**src/rtl/led_fb_writer.sv**
```systemverilog
// Write port of the HUB75 framebuffer: executes PLOT, 3x3 BRUSH, FILL and NOP
// paint commands, with read-modify-write so only one half of each word changes.
module led_fb_writer #(
    parameter int NUM_COLS  = 64,
    parameter int NUM_ROWS  = 64,
    parameter int BIT_DEPTH = 4
) (
    input  logic                                  clk,
    input  logic                                  rst,
    input  logic                                  cmd_valid,
    output logic                                  cmd_ready,
    input  logic [1:0]                            cmd_op,
    input  logic [$clog2(NUM_COLS)-1:0]           cmd_x,
    input  logic [$clog2(NUM_ROWS)-1:0]           cmd_y,
    input  logic [3*BIT_DEPTH-1:0]                cmd_color,
    output logic [$clog2(NUM_COLS)+$clog2(NUM_ROWS)-2:0] mem_addr,
    output logic                                  mem_re,
    input  logic [6*BIT_DEPTH-1:0]                mem_rdata,
    output logic                                  mem_we,
    output logic [6*BIT_DEPTH-1:0]                mem_wdata,
    output logic                                  busy,
    output logic                                  done
);
    localparam int XW    = $clog2(NUM_COLS);
    localparam int YW    = $clog2(NUM_ROWS);
    localparam int AW    = XW + YW - 1;
    localparam int PIX_W = 3 * BIT_DEPTH;

    localparam logic [1:0] OP_PLOT  = 2'b00;
    localparam logic [1:0] OP_BRUSH = 2'b01;
    localparam logic [1:0] OP_FILL  = 2'b10;

    // Handshake: a command transfers on a clk edge where cmd_valid && cmd_ready;
    // cmd_ready is high only in IDLE, so inputs are ignored while a command runs.
    typedef enum logic [2:0] {
        S_IDLE, S_RD, S_WR, S_SKIP, S_FILL, S_DONE
    } state_t;

    state_t           state_q, state_d;
    logic [1:0]       op_q, op_d;
    logic [XW-1:0]    x_q, x_d;
    logic [YW-1:0]    y_q, y_d;
    logic [PIX_W-1:0] color_q, color_d;
    logic [AW-1:0]    addr_q, addr_d;
    logic             half_q, half_d;
    logic [1:0]       bx_q, bx_d, by_q, by_d;

    logic [1:0]       nbx, nby;
    logic             last_pt;
    logic [AW+1:0]    pt_first, pt_next;

    // Returns {in_range, half, word_addr} for brush offset (ox-1, oy-1) around (cx, cy).
    function automatic logic [AW+1:0] brush_pt(input logic [XW-1:0] cx, input logic [YW-1:0] cy,
                                               input logic [1:0] ox, input logic [1:0] oy);
        int   px, py;
        logic ok;
        px = int'(cx) + int'(ox) - 1;
        py = int'(cy) + int'(oy) - 1;
        ok = (px >= 0) && (px < NUM_COLS) && (py >= 0) && (py < NUM_ROWS);
        return {ok, py[YW-1], py[YW-2:0], px[XW-1:0]};
    endfunction

    always_ff @(posedge clk) begin
        if (rst) begin
            state_q <= S_IDLE;
            op_q    <= 2'b11;
            x_q     <= '0;
            y_q     <= '0;
            color_q <= '0;
            addr_q  <= '0;
            half_q  <= 1'b0;
            bx_q    <= 2'd0;
            by_q    <= 2'd0;
        end else begin
            state_q <= state_d;
            op_q    <= op_d;
            x_q     <= x_d;
            y_q     <= y_d;
            color_q <= color_d;
            addr_q  <= addr_d;
            half_q  <= half_d;
            bx_q    <= bx_d;
            by_q    <= by_d;
        end
    end

    always_comb begin
        state_d = state_q;
        op_d    = op_q;
        x_d     = x_q;
        y_d     = y_q;
        color_d = color_q;
        addr_d  = addr_q;
        half_d  = half_q;
        bx_d    = bx_q;
        by_d    = by_q;

        nbx      = (bx_q == 2'd2) ? 2'd0 : bx_q + 2'd1;
        nby      = (bx_q == 2'd2) ? by_q + 2'd1 : by_q;
        last_pt  = (bx_q == 2'd2) && (by_q == 2'd2);
        pt_first = brush_pt(cmd_x, cmd_y, 2'd0, 2'd0);
        pt_next  = brush_pt(x_q, y_q, nbx, nby);

        case (state_q)
            S_IDLE: begin
                if (cmd_valid) begin
                    op_d    = cmd_op;
                    x_d     = cmd_x;
                    y_d     = cmd_y;
                    color_d = cmd_color;
                    case (cmd_op)
                        OP_PLOT: begin
                            addr_d  = {cmd_y[YW-2:0], cmd_x};
                            half_d  = cmd_y[YW-1];
                            state_d = S_RD;
                        end
                        OP_BRUSH: begin
                            bx_d    = 2'd0;
                            by_d    = 2'd0;
                            state_d = pt_first[AW+1] ? S_RD : S_SKIP;
                            if (pt_first[AW+1]) begin
                                addr_d = pt_first[AW-1:0];
                                half_d = pt_first[AW];
                            end
                        end
                        OP_FILL: begin
                            addr_d  = '0;
                            state_d = S_FILL;
                        end
                        default: state_d = S_DONE;
                    endcase
                end
            end
            S_RD: state_d = S_WR;
            S_WR, S_SKIP: begin
                if (op_q == OP_BRUSH && !last_pt) begin
                    bx_d    = nbx;
                    by_d    = nby;
                    state_d = pt_next[AW+1] ? S_RD : S_SKIP;
                    if (pt_next[AW+1]) begin
                        addr_d = pt_next[AW-1:0];
                        half_d = pt_next[AW];
                    end
                end else begin
                    state_d = S_DONE;
                end
            end
            S_FILL: begin
                if (addr_q == {AW{1'b1}}) state_d = S_DONE;
                else                      addr_d  = addr_q + 1'b1;
            end
            S_DONE:  state_d = S_IDLE;
            default: state_d = S_IDLE;
        endcase
    end

    assign cmd_ready = (state_q == S_IDLE);
    assign busy      = ~cmd_ready;
    assign done      = (state_q == S_DONE);
    assign mem_re    = (state_q == S_RD);
    assign mem_we    = (state_q == S_WR) || (state_q == S_FILL);
    assign mem_addr  = addr_q;

    // Read data arrives during WR; splice the colour into the selected half only.
    always_comb begin
        mem_wdata = '0;
        if (state_q == S_WR)
            mem_wdata = half_q ? {mem_rdata[2*PIX_W-1:PIX_W], color_q}
                               : {color_q, mem_rdata[PIX_W-1:0]};
        else if (state_q == S_FILL)
            mem_wdata = {color_q, color_q};
    end

endmodule
```
**config.mk**
```make
export PLATFORM = sky130hd
export DESIGN_NAME = led_fb_writer
export DESIGN_NICKNAME = d
export VERILOG_FILES = /design/src/rtl/led_fb_writer.sv
export SDC_FILE = /design/constraint.sdc
export NUM_CORES = 1
export LEC_CHECK = 0
export ABC_AREA = 1
export ABC_CLOCK_PERIOD_IN_PS = 4600
export CAP_MARGIN = 40
export CORE_UTILIZATION = 40
export CTS_CLUSTER_SIZE = 40
export DETAILED_ROUTE_END_ITERATION = 8
export PLACE_DENSITY_LB_ADDON = 0.1
export RECOVER_POWER = 50
export SYNTH_ARGS = -nofsm -noshare
export SYNTH_HDL_FRONTEND = slang
export SYNTH_SLANG_ARGS = --single-unit
```
**constraint.sdc**
```tcl
create_clock -name clk -period 4.6 [get_ports clk]
set_input_delay 0.92 -clock clk [delete_from_list [all_inputs] [get_ports clk]]
set_output_delay 0.92 -clock clk [all_outputs]
set_load 0.05 [all_outputs]
```
After elaboration in Yosys (flattened, before gate mapping)
Index checks and enable logic that the tools add are counted.
Storage, ports and cells
  register bits: 45
  input bits: 53
  output and inout port bits: 40
Cells by class
  add/sub/neg operators: 9
  $lt $le $gt $ge: 8
  equality and inequality tests: 20
  mux-type cells: 31
  bitwise logic cells: 1
  reductions and logical operators: 20
Operators by type and width (number)
  24-bit two-way mux: 3
  11-bit one-hot mux with 3 select lines: 2
  11-bit two-way mux: 5
  8-bit by 1-bit >= comparator with 1-bit output (second input constant): 2
  7-bit by 8-bit less-than comparator with 1-bit output (second input constant): 2
  8-bit less-than comparator (second input constant): 2
  2-bit two-way mux: 8
  7-bit by 1-bit subtractor with 8-bit output (second input constant): 2
  6-bit by 2-bit adder with 7-bit output: 2
  7-bit by 1-bit >= comparator with 1-bit output (second input constant): 2
  6-bit by 1-bit subtractor with 7-bit output (second input constant): 2
  3-bit one-hot mux with 4 select lines: 1
  11-bit by 1-bit adder with 11-bit output (second input constant): 1
  11-bit == test (second input constant): 1
  2-bit inequality test (second input constant): 5
  3-bit two-way mux: 3
  3-bit one-hot mux with 3 select lines: 1
  1-bit logical AND: 8
  2-bit one-hot mux with 2 select lines: 2
  7-bit AND reduction: 1
  2-bit == test (second input constant): 3
  3-bit by 2-bit == test with 1-bit output (second input constant): 2
  3-bit == test (second input constant): 2
  6-bit AND reduction: 1
  19 further kinds: 26

Logic depth before layout (Yosys ltp)
Gate-level depths: netlist of the first run.
  depth after elaboration: 11
  depth in mapped cells: 21

Worst setup path after synthesis of the first run
OpenSTA, ideal clock, no wires.
  kind: flip-flop to output port
  from: register state_q[2]
  to: output port mem_wdata[10]
  arrival: 1.978 ns
  required time: 3.680 ns
  setup slack: 1.702 ns
  stages on the path, launching flop included: 6
  path through: dfxtp_1 -> buf_6 -> nand3_2 -> buf_6 -> clkbuf_1 -> o21ai_0
On the way
  cells in the longest elaborated chain, start to end: 3
  elaborated cells on any way between the ends: 4
  those cells by class: eq/ne: 2; mux: 2
Ends and longest elaborated chain
  start, declared: RTL line 39  | state_t state_q, state_d;
  start signal, assigned: RTL line 75  | state_q <= state_d;
  3-bit == test: RTL line 170  | else if (state_q == S_FILL)
  24-bit two-way mux: RTL line 170
  24-bit two-way mux *: RTL line 167  | if (state_q == S_WR)
  end, declared: RTL line 20  | output logic [6*BIT_DEPTH-1:0] mem_wdata,
Mark *: on every way between the ends. The rest lies on a longest branch, timed or not.

Worst setup path in the final report of the first run
  from: register state_q[2]
  to: output port mem_we
On the way
  cells in the longest elaborated chain, start to end: 2
  elaborated cells on any way between the ends: 3
  those cells by class: eq/ne: 2; reduce/logical: 1
Ends and longest elaborated chain
  3-bit by 2-bit == test with 1-bit output or 3-bit == test (tied branches): RTL line 161  | assign mem_we = (state_q == S_WR) || (state_q == S_FILL);
  1-bit logical OR *: RTL line 161
  end, declared: RTL line 19  | output logic mem_we,
Marks and branches as above.

==> results of run 1 <==
==> kinds of logic after synthesis <==
group,Yosys count
flops,45
compound gates,143
fa+ha+maj,29
buf+inv,127
xor+xnor,4
simple gates,266
==> layout make-up <==
class / instances / area share, %
timing repair buffer: 98 / 19.5
multi-input combinational: 442 / 49.2
inverter: 100 / 7.78
sequential: 45 / 18.4
tap: 129 / 3.30
clock buffer: 7 / 1.77
==> routing by layer <==
layer / vias to the layer above / global-route usage (%) / wire length [um]
li1: 2162 / - / -
met1: 1890 / 27.4 / 4940
met2: 138 / 42.0 / 5280
met3: 18 / 4.53 / 866
met4: 0 / 4.98 / 161
met5: - / 0 / 0
==> path summary, 6_finish.rpt <==
| kind | to | cells past startpoint | slack [ps] |
|---|---|---|---|
| hold reg to reg | by_q[1] | 2 | 480 |
| setup / recovery | mem_we | 4 | 800 |
| setup reg to reg | mem_addr[6] | 20 | 1500 |
| hold / removal | by_q[1] | 2 | 480 |
==> power by group <==
group | switching, W | internal (W) | total (W)
clock network | 0.000139 | 0.000120 | 0.000259
logic | 0.00103 | 0.000500 | 0.00153
registers | 0.0000910 | 0.000494 | 0.000585
==> per-stage QoR <==
step	utilization, %	worst slack (ps)
3_3_place_gp	52.1	1180
5_1_grt	52.9	583
3_5_place_dp	52.4	1070
4_1_cts	53.3	868
2_1_floorplan	-	1700
6_report	52.9	801
==> registers in the layout (all words and copies together) (netlist names) <==
| register | flops |
|---|---|
| bx_q | 2 |
| x_q | 6 |
| color_q | 12 |
| y_q | 6 |
| mem_addr | 11 |
| state_q | 3 |
| by_q | 2 |
| half_q | 1 |
| op_q | 2 |
==> worst register-to-register path, cell delays in order, from the launching register on <==
cell,delay (ps)
dfxtp_1,310
inv_1,60
ha_1,290
nand2_1,60
o21ai_0,110
ha_1,300
inv_1,40
ha_1,230
fa_1,420
nand3_1,120
nand3_1,100
nand2_1,70
nand2_1,40
nand2_1,50
inv_1,30
nand3_1,100
nand2_2,200
nand3_2,270
nand2_1,90
inv_1,60
nor2_1,40
==> synthesized netlist by cell type (2+ instances only) <==
| library cell | instances | area (sq um) |
|---|---|---|
| nand3_1 | 30 | 150 |
| o211ai_1 | 27 | 203 |
| ha_1 | 27 | 338 |
| dfxtp_1 | 45 | 901 |
| a21oi_1 | 42 | 210 |
| o21ai_0 | 63 | 315 |
| nor3_1 | 9 | 45.0 |
| inv_1 | 92 | 345 |
| nor2_1 | 57 | 214 |
| o22ai_1 | 4 | 25.0 |
| xor2_1 | 4 | 35.0 |
| clkbuf_1 | 16 | 60.1 |
| nor2_2 | 2 | 12.5 |
| fa_1 | 2 | 40.0 |
| nand4_1 | 17 | 106 |
| nand2_1 | 133 | 499 |
| a211oi_1 | 2 | 15.0 |
| buf_2 | 6 | 30.0 |
| buf_6 | 4 | 45.0 |
| or2_2 | 3 | 18.8 |
| inv_2 | 6 | 22.5 |
| nand2_2 | 4 | 25.0 |
| nand3_2 | 4 | 40.0 |
==> metrics.md, run 1 <==
| Metric | Value |
|---|---|
| WL/cell | `roughly 14 um` |
| Total power | `approximately 0.0024 W` |
| Placed insts | `around 810` |
| Yosys cell types | `38` |
| Vias in the first global route | `3819` |
| Synth Area in Adders | `under 10%` |
| P_leak | `approximately 2.2 nW` |
| Root buffer selected by CTS | `clkbuf_8` |
| Synth Area in Compound Gates | `approximately a fifth` |
| Fin cells | `roughly 820` |
| Critical path class | `flip-flop to output port` |
| Syn Inst Count | `a little over 600` |
| Synth Net Count | `approximately 700` |
| Hold Buf Count CTS | `0` |
| FF-to-FF Start | `by_q[0]` |
| Vias per Instance | `between 5 and 6` |
| Synth Area in XOR/XNOR | `less than 1%` |
| Die width | `approximately 100 um` |
| Fillers | `roughly 1000` |
| Endpoints failing hold | `0` |
| GRT overflow | `0` |
| Final Max Tran Viols | `0` |
| Mean area per synthesized cell | `around 6.2 sq um` |
| Drt pass-1 iters | `5` |
| Worst-Margin Slew | `989 ps` |
| Hold Crit Class | `flip-flop to flip-flop` |
| P&R area growth vs syn | `27.6%` |
| Post-synth EDFFs | `0` |
| Maximum vdd drop | `roughly 0.00029 V` |
| Crit path DAT | `roughly 2900 ps` |
| Top Ports | `93` |
| Post-CTS setup buffer count | `0` |
| Worst setup SP type | `flip-flop` |
| Fin Clk Skew | `around 12 ps` |
| Crit path buffers/inverters | `2` |
| Cell family with most CP delay | `buffers and inverters` |
| Max Root-Sink Buffers | `2` |
| Clock Sinks | `45` |
| Fin nets | `approximately 770` |
| Clk_lat worst skew | `approximately 310 ps` |
| Reg clk slew, reported paths | `roughly 90 ps` |
| Largest net degree at the start of global routing | `31` |
| First-pass GRT wire length | `18.2 mm` |
| Period Utilization, post-route | `between 80 and 90%` |
| CP Launch Point | `state_q[2]` |
| Unrepaired setup endpoints after global routing | `false` |
| Initial core utilization | `41.5%` |
| Chip Height | `roughly 100 um` |
| CTS tree | `yes` |
| Antenna violations before repair | `0` |
| Leading cell type in the layout, fill and taps excluded | `nand2_1` |
| Setup crit end kind | `output port` |
| Post-synth top flop | `dfxtp_1` |
| Initial drt markers | `280` |
| Mapped cell area | `3830 sq um` |
| CP max-delay cell | `clkdlybuf4s50_1` |
| Final Cell Area | `just under 5000 sq um` |
| Share of cells above drive strength 1 | `about 4.6%` |
| Sequential-to-total area share from yosys stat | `between 20% and 30%` |
| Worst hold slack | `484 ps` |
| Worst-path cell chain | `nand3_2, inv_1, or2_2, clkdlybuf4s50_1` |
| DPL Wire Length | `~8.8 mm` |
| Fmax | `approximately 260 MHz` |
| GPL Wtd Cong | `approximately 0.9` |
| GRT Total Usage | `22.9%` |
| Setup violators final | `0` |
| Setup TNS | `0 ps` |
| Largest family of logic cells by synthesized area | `simple AND/OR/NAND/NOR gates` |
| Multiplexer area fraction after synthesis | `0%` |
| Number of routed nets with antenna violations | `0` |
| N_diodes | `0` |
| Outcome | `completed` |
| Simple-Gate Fraction of Synth Area | `about 31%` |
| Multi-input gate area | `2400 sq um` |
| # resized after CTS | `0` |
| Slew margin rel. | `about 34%` |
| Most frequent cells in the layout | `nand2_1, inv_1, clkdlybuf4s50_1` |
| Post-DP Area | `4840 sq um` |
| Min-Delay Startpoint | `by_q[1]` |
| Max_cap viols | `0` |
| Fin crit period | `roughly 3800 ps` |
| Reg area | `roughly 900 sq um` |
| Total Routed Length | `between 10 and 15 mm` |
| Syn. warnings | `0` |
| Core region area | `approximately 9000 sq um` |
| Ys async rst share | `0%` |
| Port bufs | `92` |
| Routed via count | `4208` |
| Max incr delay on CP | `around 790 ps` |
| H-tree depth | `2` |
| TritonCTS buffer count | `5` |
| Yosys reg bits | `45` |
| Row Count | `35` |
| Worst Path Max Fanout | `30` |
| Drt drc | `0` |
| WP data required | `roughly 3700 ps` |
| Die ar. | `between 9000 and 10000 sq um` |
| Power per cell area | `485 nW/um^2` |
Power figures use the tool's default switching activity.
==> run 2: changes to the inputs <==
Settings changed: ABC_CLOCK_PERIOD_IN_PS 4600 to 3820.
Clock period 4.6 ns to 3.82 ns, I/O delays scaled along.
==> run 2 against run 1 <==
Sequential share of layout area is 0.20 points lower; core utilization up 0.58 points; sequential power rose by 24%; count of clock-buffer cells in the layout did not move; clock power grew 30%; cell count rose by 0.37%; global-route usage is 0.30 points higher; clock skew is 2.7 ps lower; largest cell class unchanged.
==> metrics.md, run 2 (synthesis gave the netlist of run 1 again) <==
| Metric | Value |
|---|---|
| Vias in the first global route | `3967 (+3.9%)` |
| Cell family with most CP delay | `buffers and inverters` |
| Initial core utilization | `41.5% (unchanged)` |
| Routed via count | `4222 (+0.33%)` |
| Largest net degree at the start of global routing | `29 (-6.5%)` |
| Most frequent cells in the layout | `nand2_1, inv_1, clkdlybuf4s50_1` |
| Max FFs per register | `12 (unchanged)` |
| Total Routed Length | `11.4 mm (+1.5%)` |
| Max_cap viols | `0 (unchanged)` |
| Post-CTS setup buffer count | `0 (unchanged)` |
| GPL Wtd Cong | `0.938 (+2.0%)` |
| Share of cells above drive strength 1 | `5.47% (+0.84 points)` |
| Crit path depth | `3 (-1)` |
| CP max-delay cell | `clkdlybuf4s50_1` |
| TritonCTS buffer count | `5 (unchanged)` |
| Met3 Use GR | `3.48% (-1.0 points)` |
| Power per cell area | `590 nW/um^2 (+22%)` |
| Worst setup SP type | `flip-flop` |
| Final Cell Area | `4940 sq um (+1.1%)` |
| Met2 GRT Util | `41.9% (-0.11 points)` |
| FF-to-FF Start | `by_q[0]` |
| Die ar. | `9980 sq um (unchanged)` |
| Maximum vdd drop | `0.000296 V (+0.51%)` |
| Core region area | `9240 sq um (unchanged)` |
| Setup TNS | `0 ps (unchanged)` |
| Drt pass-1 iters | `5 (unchanged)` |
| P&R area growth vs syn | `29.0%` |
| Critical path class | `flip-flop to output port` |
| Period Utilization, post-route | `around nine tenths` |
| Hold Crit Class | `flip-flop to flip-flop` |
| CP Launch Point | `state_q[2]` |
| Fin nets | `776 (+0.26%)` |
| Max incr delay on CP | `860 ps (+70 ps)` |
| Reg2reg end | `mem_addr[0]` |
| Worst Path Max Fanout | `28 (-6.7%)` |
| Fin crit period | `roughly 3500 ps` |
| Busiest grt layer | `met2` |
| Final Max Tran Viols | `0 (unchanged)` |
| First-pass GRT wire length | `18.6 mm (+2.2%)` |
| Port bufs | `92 (unchanged)` |
| Worst hold path endpoint | `op_q[1]` |
| GRT Total Usage | `23.2% (+0.30 points)` |
| WP data required | `3060 ps (-620 ps)` |
| CTS tree | `yes` |
| Endpoints failing hold | `0 (unchanged)` |
| Clock Sinks | `45 (unchanged)` |
| P_leak | `2.22 nW (+1.3%)` |
| Biggest register | `color_q` |
| Unrepaired setup endpoints after global routing | `false` |
| Cells on worst reg2reg path | `20 (unchanged)` |
| Min-Delay Startpoint | `op_q[1]` |
| Reg clk slew, reported paths | `90 ps (about the same)` |
| Chip Height | `99.9 um (unchanged)` |
| WL/cell | `13.9 um (+1.2%)` |
| Die width | `99.9 um (unchanged)` |
| Worst-path cell chain | `nand3_2, o21ai_0, clkdlybuf4s50_1` |
| DPL Wire Length | `8.87 mm (+1.1%)` |
| Slew margin rel. | `56.5% (+22 points)` |
| Worst-Margin Slew | `652 ps (-337 ps)` |
| Worst hold slack | `493 ps (+8.80 ps)` |
| Setup violators final | `0 (unchanged)` |
| Outcome | `completed` |
| Fmax | `around 290 MHz` |
| Drt drc | `0 (unchanged)` |
| Fillers | `971 (-1.7%)` |
| Root buffer selected by CTS | `clkbuf_8` |
| Total power | `0.00292 W (+23%)` |
| Crit path buffers/inverters | `1 (-1)` |
| Leading cell type in the layout, fill and taps excluded | `nand2_1` |
| # resized after CTS | `0 (unchanged)` |
| Row Count | `35 (unchanged)` |
| Vias per Instance | `5.12 (about the same)` |
| Top Ports | `93 (unchanged)` |
| GRT overflow | `0 (unchanged)` |
| Fin Clk Skew | `9.05 ps (-2.66 ps)` |
| Initial drt markers | `187 (-33%)` |
| Hold Buf Count CTS | `0 (unchanged)` |
| Max Root-Sink Buffers | `2 (unchanged)` |
| H-tree depth | `2 (unchanged)` |
| N_diodes | `0 (unchanged)` |
| Clk_lat worst skew | `310 ps (about the same)` |
| Number of routed nets with antenna violations | `0 (unchanged)` |
| Antenna violations before repair | `0 (unchanged)` |
| Crit path DAT | `2720 ps (-160 ps)` |
| Reg2reg setup slack | `710 ps (-790 ps)` |
| Setup crit end kind | `output port` |
| GR met1 Demand/Resource | `28.7% (+1.3 points)` |
| Hold Crit Depth | `2 (unchanged)` |
| Post-DP Area | `4860 sq um (+0.31%)` |
## run 2: changes by cell type in the layout (fill, tap and decap cells not counted)
cell / before / now
inv_2: 5 / 6
buf_4: 3 / 5
buf_16: 0 / 1
clkbuf_8: 6 / 7
clkbuf_1: 4 / 2
dlygate4sd3_1: 13 / 12
clkinv_2: 0 / 1
clkdlybuf4s50_1: 79 / 80
inv_1: 93 / 92
## run 2: how the worst max path moves through the flow
stage / endpoint / slack (ps)
floorplan: mem_wdata[10] / 1080
global placement: mem_we / 680
detailed placement: mem_addr[0] / 630
CTS: mem_wdata[1] / 340
global route: mem_wdata[1] / 90
finish: mem_wdata[1] / 340
## run 2: report_power, final
group / switching [W] / total [W] / internal, W
sequential: 0.000129 / 0.000725 / 0.000595
clock: 0.000172 / 0.000336 / 0.000164
combinational: 0.00123 / 0.00186 / 0.000628
total: 0.00153 / 0.00292 / 0.00139
## run 2: stage by stage
step           std cells  worst slack, ps  util [%]
2_1_floorplan        614             1080         -
3_3_place_gp         815              680      52.3
4_1_cts              824              342      53.7
3_5_place_dp         816              633      52.6
5_1_grt              824             89.7      53.5
6_report             824              335      53.5
## run 2: worst min-delay path, cell delays in order (launching register included)
cell	delay, ps
dfxtp_1	330
nand2_1	50
o211ai_1	70
## run 2: metal layers
metal	vias up	part of all wire [%]
met5	-	0
met4	0	1.3
met3	13	6.3
met2	150	47
met1	1883	45
li1	2176	-
## run 2: area by class of cell
cell class	count	area, sq um	share of cell area [%]
clock buffers	7	96.3	1.95
inverters	100	380	7.70
clock inverters	1	5.00	0.101
repair buffers	100	993	20.1
flip-flops and latches	45	901	18.2
well taps	129	161	3.27
multi-input cells	442	2400	48.7
==> run 3: changes to the inputs <==
Settings changed: ABC_CLOCK_PERIOD_IN_PS 3820 to 4150.
Clock period 3.82 ns to 4.15 ns, I/O delays scaled along.
==> run 3 against run 2 <==
Flip-flop and latch count unchanged; sequential share of layout area up 0.19 points; worst setup slack better by 89 ps; cell count down 0.24%; first-iteration DRC count up 21%; worst hold slack worse by 6.0 ps; combinational power down 9%; critical endpoint is now mem_we; highest routed layer unchanged.
==> metrics.md, run 3 (synthesis gave the netlist of run 1 again) <==
| Metric | Value |
|---|---|
| Worst hold slack | `487 ps (-6.02 ps)` |
| Fillers | `973 (+0.21%)` |
| Critical path class | `flip-flop to output port` |
| N_diodes | `0 (unchanged)` |
| Clock Sinks | `45 (unchanged)` |
| Max Root-Sink Buffers | `2 (unchanged)` |
| Top Ports | `93 (unchanged)` |
| Drt drc | `0 (unchanged)` |
| Crit path DAT | `2900 ps (+180 ps)` |
| Crit path buffers/inverters | `2 (+1)` |
| GRT overflow | `0 (unchanged)` |
| Reg clk slew, reported paths | `80 ps (about the same)` |
| WP data required | `3320 ps (+260 ps)` |
| Leading cell type in the layout, fill and taps excluded | `nand2_1` |
| Number of routed nets with antenna violations | `0 (unchanged)` |
| H-tree depth | `2 (unchanged)` |
| Internal power | `0.00123 W (-11%)` |
| Row Count | `35 (unchanged)` |
| Hold Crit Depth | `2 (unchanged)` |
| Crit path depth | `4 (+1)` |
| Flop pwr share | `25.2% (+0.4 points)` |
| Port bufs | `92 (unchanged)` |
| TritonCTS buffer count | `5 (unchanged)` |
| First-pass GRT wire length | `18.7 mm (+0.55%)` |
| Routed via count | `4223 (+0.024%)` |
| Critical path destination | `mem_we` |
| Clk network pwr share | `10.7% (-0.8 points)` |
| Drt pass-1 iters | `4 (-1)` |
| Largest net degree at the start of global routing | `31 (+6.9%)` |
| Antenna violations before repair | `0 (unchanged)` |
| Initial core utilization | `41.5% (unchanged)` |
| Pre-CTS setup slack | `741 ps (+107 ps)` |
| Fmax | `268 MHz` |
| Power per cell area | `538 nW/um^2 (-8.8%)` |
| Final Max Tran Viols | `0 (unchanged)` |
| Die ar. | `9980 sq um (unchanged)` |
| DPL Wire Length | `9.00 mm (+1.4%)` |
| GRT Total Usage | `23.5% (+0.30 points)` |
| Max FFs per register | `12 (unchanged)` |
| Switching pwr | `0.00140 W (-8.6%)` |
| Root buffer selected by CTS | `clkbuf_8` |
| P_leak | `2.19 nW (-1.2%)` |
| Clk_lat worst skew | `300 ps (about the same)` |
| Worst setup SP type | `flip-flop` |
| Initial drt markers | `226 (+21%)` |
| Endpoints failing hold | `0 (unchanged)` |
| Max_cap viols | `0 (unchanged)` |
| P&R area growth vs syn | `27.7%` |
| Cell family with most CP delay | `buffers and inverters` |
| FF-to-FF Start | `by_q[0]` |
| Die width | `99.9 um (unchanged)` |
| Share of cells above drive strength 1 | `4.62% (-0.85 points)` |
| Worst-Margin Slew | `1060 ps (+404 ps)` |
| Reg2reg end | `mem_addr[4]` |
| Hold Buf Count CTS | `0 (unchanged)` |
| Chip Height | `99.9 um (unchanged)` |
| Reg2reg setup slack | `1030 ps (+320 ps)` |
| GPL Wtd Cong | `0.925 (-1.4%)` |
| Setup ws final | `424 ps (+88.6 ps)` |
| Unrepaired setup endpoints after global routing | `false` |
| Biggest register | `color_q` |
| Sw Ratio | `53.1% (+0.68 points)` |
| Logic gate share of total power | `64.1% (+0.4 points)` |
| CP Launch Point | `state_q[2]` |
| WL/cell | `13.8 um (-0.41%)` |
| CTS tree | `yes` |
| Most frequent cells in the layout | `nand2_1, inv_1, clkdlybuf4s50_1` |
| Worst Path Max Fanout | `30 (+7.1%)` |
| Max incr delay on CP | `790 ps (-70 ps)` |
| Hold Crit Class | `flip-flop to flip-flop` |
| Fin crit period | `3730 ps` |
| Setup crit end kind | `output port` |
| CP max-delay cell | `clkdlybuf4s50_1` |
| Vias in the first global route | `3987 (+0.50%)` |
| Total Routed Length | `11.3 mm (-0.65%)` |
| Maximum vdd drop | `0.000270 V (-8.8%)` |
| Core region area | `9240 sq um (unchanged)` |
| Fin nets | `775 (-0.13%)` |
| Worst-path cell chain | `nand3_2, inv_1, or2_2, clkdlybuf4s50_1` |
| Fin Clk Skew | `4.73 ps (-4.32 ps)` |
| Vias per Instance | `5.14 (+0.27%)` |
| Post-CTS setup buffer count | `0 (unchanged)` |
| Cells on worst reg2reg path | `20 (unchanged)` |
| Outcome | `completed` |
| Setup violators final | `0 (unchanged)` |
| Slew margin rel. | `29.6% (-27 points)` |
| # resized after CTS | `0 (unchanged)` |
| Period Utilization, post-route | `between 80% and 90%` |
| Setup TNS | `0 ps (unchanged)` |
## run 3: cell count changes in the layout (fill, tap and decap cells not counted), sizes merged
cell           previous run  this run
clkinv                    2         1
clkbuf                    9        11
clkdlybuf4s50            80        79
buf                       6         3
dlygate4sd3              12        13
## run 3: worst reg2reg max path: stages (launching register included)
cell and delay, ps:
dfxtp_1 310, inv_1 60, ha_1 300, nand2_1 70, o21ai_0 150, ha_1 320, inv_1 40, ha_1 230
fa_1 420, nand3_1 110, nand3_1 100, nand2_1 70, nand2_1 40, nand2_1 50, inv_1 30, nand3_1 80
nand2_2 190, nand3_2 270, nand2_1 90, inv_1 60, nor2_1 40
## run 3: metal layers
layer | routed length [um] | global-route usage, % | vias up
met3 | 657 | 4.18 | 15
li1 | - | - | 2167
met4 | 152 | 6.22 | 0
met1 | 5170 | 28.5 | 1923
met2 | 5370 | 42.4 | 118
met5 | 0 | 0 | -
## run 3: area by class of cell
type	count	area [sq um]	area share, %
flip-flops and latches	45	901	18.4
repair buffers	99	958	19.6
clock buffers	7	86.3	1.76
well taps	129	161	3.30
multi-input cells	442	2400	49.2
inverters	100	380	7.77
## run 3: worst min path at each step
stage                 start       to
floorplan           op_q[1]  op_q[1]
global placement    bx_q[1]  bx_q[1]
detailed placement  by_q[1]  by_q[1]
CTS                 by_q[1]  by_q[1]
global route        by_q[1]  by_q[1]
finish              by_q[1]  by_q[1]
## run 3: stage by stage
| stage | instances | total power (W) | utilization [%] | cell area, sq um |
|---|---|---|---|---|
| 3_3_place_gp | 813 | 0.00235 | 52.1 | 4810 |
| 4_1_cts | 822 | 0.00269 | 53.6 | 4960 |
| 2_1_floorplan | 614 | 0.00192 | - | 3830 |
| 6_report | 822 | 0.00263 | 52.9 | 4890 |
| 5_1_grt | 822 | 0.00289 | 52.9 | 4890 |
| 3_5_place_dp | 815 | 0.00240 | 52.7 | 4870 |
## run 3: power by group through the flow
stage               combinational (W)  sequential (W)  clock [W]
floorplan                     0.00114        0.000782          0
global placement              0.00168        0.000674          0
detailed placement            0.00173        0.000676          0
CTS                           0.00173        0.000666   0.000292
global route                  0.00189        0.000684   0.000311
finish                        0.00169        0.000664   0.000282
